## src/rtl/hazard_control_unit.sv

```systemverilog
// Hazard control for the execute stage: operand forwarding selects, load-use
// stall/bubble, taken-branch flush, a fixed-latency multi-cycle freeze FSM and
// saturating stall/flush event counters.
module hazard_control_unit #(
  parameter int unsigned REG_ADDR_W = 5,
  parameter int unsigned NUM_SRC    = 2,
  parameter int unsigned MC_LATENCY = 4,
  parameter int unsigned CNT_W      = 16
) (
  input  logic                          clk,
  input  logic                          rst,
  input  logic [NUM_SRC*REG_ADDR_W-1:0] rs_d,
  input  logic [NUM_SRC-1:0]            src_valid_d,
  input  logic [NUM_SRC*REG_ADDR_W-1:0] rs_e,
  input  logic [REG_ADDR_W-1:0]         rd_e,
  input  logic                          regwrite_e,
  input  logic                          isload_e,
  input  logic [REG_ADDR_W-1:0]         rd_m,
  input  logic                          regwrite_m,
  input  logic [REG_ADDR_W-1:0]         rd_w,
  input  logic                          regwrite_w,
  input  logic                          branch_taken_e,
  input  logic                          mc_start_e,
  output logic [2*NUM_SRC-1:0]          forward_e,
  output logic                          stall_f,
  output logic                          stall_d,
  output logic                          stall_e,
  output logic                          flush_d,
  output logic                          flush_e,
  output logic                          mc_busy,
  output logic [CNT_W-1:0]              stall_count,
  output logic [CNT_W-1:0]              flush_count
);

  // Multi-cycle sequencing: the start cycle freezes combinationally, then
  // BUSY covers the remaining MC_LATENCY-2 frozen cycles.
  localparam bit          MC_EN    = (MC_LATENCY > 1);
  localparam bit          MC_HAS_B = (MC_LATENCY > 2);
  localparam int unsigned MC_LOAD  = MC_HAS_B ? (MC_LATENCY - 2) : 0;
  localparam int unsigned MC_W     = MC_HAS_B ? $clog2(MC_LATENCY) : 1;

  typedef enum logic {
    S_IDLE = 1'b0,
    S_BUSY = 1'b1
  } state_t;

  state_t            state_q;
  logic [MC_W-1:0]   mc_cnt_q;
  logic [MC_W-1:0]   mc_cnt_d;
  logic [CNT_W-1:0]  stall_cnt_q;
  logic [CNT_W-1:0]  flush_cnt_q;

  logic              busy;
  logic              load_use;
  logic              mc_go;

  assign busy     = (state_q == S_BUSY);
  assign mc_go    = MC_EN && !busy && mc_start_e && !branch_taken_e;
  assign mc_cnt_d = mc_cnt_q - MC_W'(1);

  // Per-operand forwarding select; the younger M-stage result wins over W.
  always_comb begin
    forward_e = '0;
    if (!rst) begin
      for (int i = 0; i < int'(NUM_SRC); i++) begin
        if (regwrite_m && (rd_m != '0) && (rd_m == rs_e[i*REG_ADDR_W +: REG_ADDR_W])) begin
          forward_e[2*i +: 2] = 2'b10;
        end else if (regwrite_w && (rd_w != '0) &&
                     (rd_w == rs_e[i*REG_ADDR_W +: REG_ADDR_W])) begin
          forward_e[2*i +: 2] = 2'b01;
        end
      end
    end
  end

  // Load in EX whose destination is read by the instruction in decode.
  always_comb begin
    load_use = 1'b0;
    if (isload_e && regwrite_e && (rd_e != '0)) begin
      for (int i = 0; i < int'(NUM_SRC); i++) begin
        if (src_valid_d[i] && (rs_d[i*REG_ADDR_W +: REG_ADDR_W] == rd_e)) begin
          load_use = 1'b1;
        end
      end
    end
  end

  // Stall/flush decision, priority: reset > BUSY > branch > mc start > load-use.
  always_comb begin
    stall_f = 1'b0;
    stall_d = 1'b0;
    stall_e = 1'b0;
    flush_d = 1'b0;
    flush_e = 1'b0;
    mc_busy = 1'b0;
    if (!rst) begin
      if (busy) begin
        stall_f = 1'b1;
        stall_d = 1'b1;
        stall_e = 1'b1;
        mc_busy = 1'b1;
      end else if (branch_taken_e) begin
        flush_d = 1'b1;
        flush_e = 1'b1;
      end else if (mc_go) begin
        stall_f = 1'b1;
        stall_d = 1'b1;
        stall_e = 1'b1;
      end else if (load_use) begin
        stall_f = 1'b1;
        stall_d = 1'b1;
        flush_e = 1'b1;
      end
    end
  end

  // Multi-cycle FSM: count down the remaining BUSY cycles, leave when exhausted.
  always_ff @(posedge clk) begin
    if (rst) begin
      state_q  <= S_IDLE;
      mc_cnt_q <= '0;
    end else begin
      case (state_q)
        S_IDLE: begin
          if (mc_go && MC_HAS_B) begin
            mc_cnt_q <= MC_W'(MC_LOAD);
            state_q  <= S_BUSY;
          end
        end
        S_BUSY: begin
          mc_cnt_q <= mc_cnt_d;
          if (mc_cnt_d == '0) begin
            state_q <= S_IDLE;
          end
        end
        default: begin
          state_q  <= S_IDLE;
          mc_cnt_q <= '0;
        end
      endcase
    end
  end

  // Saturating performance counters: stalled-fetch cycles and branch flushes.
  always_ff @(posedge clk) begin
    if (rst) begin
      stall_cnt_q <= '0;
      flush_cnt_q <= '0;
    end else begin
      if (stall_f && (stall_cnt_q != '1)) begin
        stall_cnt_q <= stall_cnt_q + CNT_W'(1);
      end
      if (flush_d && (flush_cnt_q != '1)) begin
        flush_cnt_q <= flush_cnt_q + CNT_W'(1);
      end
    end
  end

  assign stall_count = stall_cnt_q;
  assign flush_count = flush_cnt_q;

endmodule

```

## config.mk

```make
export PLATFORM = sky130hd
export DESIGN_NAME = hazard_control_unit
export DESIGN_NICKNAME = d
export VERILOG_FILES = /design/src/rtl/hazard_control_unit.sv
export SDC_FILE = /design/constraint.sdc
export NUM_CORES = 1
export LEC_CHECK = 0
export CORE_UTILIZATION = 45
export DETAILED_ROUTE_END_ITERATION = 7
export DONT_BUFFER_PORTS = 1
export PLACE_DENSITY = 0.71
export SYNTH_ARGS = -nofsm -noshare
export SYNTH_HDL_FRONTEND = slang
export SYNTH_SLANG_ARGS = --single-unit
```

## constraint.sdc

```tcl
create_clock -name clk -period 3.2 [get_ports clk]
set_input_delay 0.8 -clock clk [delete_from_list [all_inputs] [get_ports clk]]
set_output_delay 0.8 -clock clk [all_outputs]
set_load 0.02 [all_outputs]
```

### Yosys cells after proc, flatten, opt, wreduce, memory -nomap -nowiden

Index checks and enable logic that the tools add are counted.

* register bits after elaboration: 35
* latch bits: 0
* RAM bits: 0
* bits in read-only memories: 0
* output and inout port bits: 42
* word-level logic and storage cells: 67
* memories kept: 0

* add/subtract/negate cells: 3
* multipliers: 0
* div/mod/pow operators: 0
* $lt $le $gt $ge: 0
* equality and inequality tests: 9
* shift operators: 0
* mux-type cells: 30
* bitwise gates (word level): 1
* reductions and logical operators: 20

Operator list (number)
* adder 16 x 1 -> 16 bit, second input constant: 2
* inequality test 16 bit, second input constant: 2
* equality test 5 bit: 6
* 2-to-1 mux 1 bit: 24
* nonzero test 5 bit: 3
* logical AND 1 bit: 14
* 2-to-1 mux 2 bit: 3
* 2-to-1 mux 4 bit: 1
* one-hot mux 2 bit (2 select lines): 1
* logical NOT 1 bit: 2
* logical NOT 2 bit: 1
* inequality test 2 bit, second input constant: 1
* one-hot mux 1 bit (2 select lines): 1
* subtractor 2 x 1 -> 2 bit, second input constant: 1
* NOT 1 bit: 1

### Logic depth before layout (Yosys ltp)

* word-level depth: 11
* mapped depth: 8

### Worst setup path before layout

No wires, ideal clock.

* path kind: input to output
* start point: input rd_m[1]
* end point: output forward_e[0]
* arrival: 2.438 ns
* data required time: 2.400 ns
* path slack: -0.038 ns
* stages on the path: 4
* cell sequence: or4_1 o21ai_0 nor3_1 nor4_1

* cells in the longest elaborated chain, start to end: 5

RTL lines
* start, declared: line 18 `input logic [REG_ADDR_W-1:0] rd_m,`
* nonzero test 5 bit: line 66 `if (regwrite_m && (rd_m != '0) && (rd_m == rs_e[i*REG_ADDR_W +: REG_ADDR_W])) begin`
* logical AND 1 bit: line 66
* logical AND 1 bit *: line 66
* 2-to-1 mux 2 bit *: line 66
* 2-to-1 mux 4 bit *: line 64 `if (!rst) begin`
* end, declared: line 24 `output logic [2*NUM_SRC-1:0] forward_e,`

Every way passes the cells marked *; elsewhere a longest branch is shown, timed or not.

### Worst setup path after layout

* start point: input rd_m[1]
* end point: output forward_e[2]

Same word-level chain as after synthesis.

==> out/qor.yml <==
status: "finished, violations left"
failed_checks: "design-rule violations"
cts_buffers: 5
grt_use_met3_pct: 5.556
cp_top_family: "simple AND/OR/NAND/NOR gates"
crit_path_end_kind: "output pin"
synth_cell_type_count: 44
cap_violations: 0
dr_total_vias: 1904
rows: 24
seq_power_share_pct: 49.5
drtAntennaViolNets: 0
globalRouteOverflowTotal: 0
avgSynthCellArea_um2: 8.195
path_clk_slew_ns: 0.06
net-switching-power_mw: 0.2049
tns_ns: 0
timing.final.max_slew_violations: 0
p_int_mw: 0.7130
fin_skew_ns: 0.008418
grt_pass1_wl_um: 8142
fp.dieH_um: 71.08
antenna_cells: 0
hold_buffers: 0
initial_core_util_pct: 47.99
ys_seq_elements: 35
cts_setup_buffers: 0
ctsHtreeMaxLevel: 2
die_w_um: 71.08
cts-root-buf: "clkbuf_8"
synth-async-reset-ratio_pct: 0
slowest_stage: "or4_1"
syn_to_final_growth_pct: 8.800
timing.fmax_mhz: 324.9
ys_seq_area_share_pct: 32.63
first_pass_iters: 6
p_leak_nw: 0.7289
switching_share_pct: 22.33
worst-path-max-fanout: 4
insertion_delay_ns: 0.28
worstHoldPathCells: 2
synth_nets: 310
drt-initial-drc-count: 136
netlist_area_um2: 2147
top_level_ports: 87
yosysMostFrequentCell: "dfxtp_1"
regArea_um2: 700.7
gp_congestion: 0.7761
multiInputGateArea_um2: 1366
yosys-top-cells-area: "dfxtp_1 (33%), xnor2_1 (9.8%), xor2_1 (6.9%), nor2_1 (4.0%), nand4_1 (3.2%)"
grt_max_degree: 40
hold_violations: 0
required_ns: 2.40
setup_viol: 0
synth_flop_cell: "dfxtp_1"
dieArea_um2: 5052
pwr-share-comb_pct: 9.8
cts_max_path_buffers: 2
ys_warn_count: 0
drive_gt1_share_pct: 9.738
fillCellCount: 434
track_usage_pct: 19.83
arrival_ns: 2.28
synth.top_cell.area_share_pct: 32.63
use_met2_pct: 34.51
fin_crit_ns: 3.078
peakVddDrop_v: 0.0002716
critPathMaxStageDelay_ns: 0.51
finalInstanceArea_um2: 2336
busiest_layer: "met2"
antenna_found_initial: 0
cp_num_buf_inv: 1
wl_per_cell_um: 14.76
ctsResizeCount: 0
yosysTopAreaCell: "dfxtp_1"
grt_pass1_vias: 1907
r2r_cells: 6
critPathKind: "primary input to output pin"
cts.sinks: 35
portBuffers: 0
synth_edf_count: 0
min_path_type: "flip-flop to flip-flop"
worst-path-stages: 5
synthTopCellsByCount: "dfxtp_1 (35), xnor2_1 (24), nor2_1 (23), nand2_1 (18), xor2_1 (17)"
vias_per_cell: 5.969
core-area_um2: 4474
dpl_cell_area_um2: 2233
synthCells: 262
clock_power_share_pct: 40.7
r2r_slack_ns: 0.78
p_per_area_nw_per_um2: 393.0
post-route-util_pct: 52.21
dpl.hpwl_um: 3576
crit_chain: "or4_1, o21ai_0, nor3_1, nor4_2, buf_4"
grt_use_met1_pct: 23.48
start_kind: "primary input"
fin_nets: 315
tritoncts: "done"
final.period_utilization_pct: 96.18
worst_pin_slew_ns: 0.5246
wirelength_um: 4709
remaining_drc_errors: 3
slew_headroom_pct: 64.79
rsz0062_at_grt: "no"
-- cell families (layout without fill, tap and decap cells) --
kind of cell / Yosys count / count (layout) / share of synthesized area, %
fa+ha+maj: 3 / 3 / 1.748
buf+inv: 23 / 28 / 4.313
flops: 35 / 35 / 32.63
compound gates: 46 / 46 / 14.57
mux: 6 / 6 / 2.914
xor+xnor: 41 / 41 / 16.72
simple gates: 108 / 108 / 27.10
-- power groups by stage --
stage	logic, mW	registers (mW)	clock network [mW]
finish	0.0899	0.455	0.373
detailed placement	0.0906	0.465	0
global placement	0.0886	0.464	0
global route	0.102	0.456	0.406
floorplan	0.0840	0.463	0
CTS	0.0909	0.455	0.385
-- state kept, by name, summed over array words and instances (netlist names) --
| signal | cells |
|---|---|
| mc_cnt_q | 2 |
| busy | 1 |
| flush_count | 16 |
| stall_count | 16 |
-- final timing paths --
check                              startpoint                            to
hold reg to reg      mc_cnt_q[1]$_SDFFE_PP0P_      mc_cnt_q[1]$_SDFFE_PP0P_
setup reg to reg  flush_count[0]$_SDFFE_PP0P_  flush_count[10]$_SDFFE_PP0P_
hold / removal       mc_cnt_q[1]$_SDFFE_PP0P_      mc_cnt_q[1]$_SDFFE_PP0P_
setup / recovery                      rd_m[1]                  forward_e[2]
-- cell type report --
type	instances	share of cell area, %
multi-input combinational	204	58.49
sequential	35	29.99
clock buffer	6	3.107
tap	52	2.785
inverter	15	2.410
timing repair buffer	6	1.928
clock inverter	1	1.285
-- cells in the final DEF (no fill, tap or decap), types with 2 or more instances in the layout --
cell      synthesis  layout
mux2_2            2       2
o31ai_1           4       4
nor4_2            0       2
a21oi_1          13      13
mux2i_1           4       4
or3_1             6       6
clkbuf_8          0       5
dfxtp_1          35      35
nand3_1          11      11
inv_1            13      13
nor2_1           23      23
o41ai_1           6       6
nand2_1          18      18
o21ai_0           6       6
xor2_1           17      17
buf_4             1       6
nor3_1            9       9
nor2b_1           3       3
o311ai_0          7       7
o21ai_1           2       2
xnor2_1          24      24
or4_1             8       8
nor4_1            7       5
nand4_1          11      11
or2_2             3       3
ha_1              3       3
and2_1            2       2
inv_2             2       2
-- worst min-delay path, delay by kind of cell (launching register included) --
family,cells,cell delay (ns)
buffers and inverters,1,0.07
DFF,1,0.30
AOI/OAI and AO/OA,1,0.07
-- through the flow --
stage / setup slack [ns] / hold WS (ns) / instances / power (mW)
3_3_place_gp: 0.1366 / 0.4610 / 312 / 0.5530
2_1_floorplan: 0.1573 / 0.4558 / 262 / 0.5467
6_report: 0.1223 / 0.4821 / 319 / 0.9180
4_1_cts: 0.1124 / 0.4813 / 319 / 0.9308
3_5_place_dp: 0.1219 / 0.4715 / 312 / 0.5553
5_1_grt: 0.01809 / 0.5167 / 319 / 0.9632
-- metal layers --
layer / share of wire [%] / wire [um]
met2: 48 / 2250
met5: 0 / 0
met1: 45 / 2096
met3: 6.6 / 310
met4: 1.1 / 51
(Power assumes the default switching activity.)
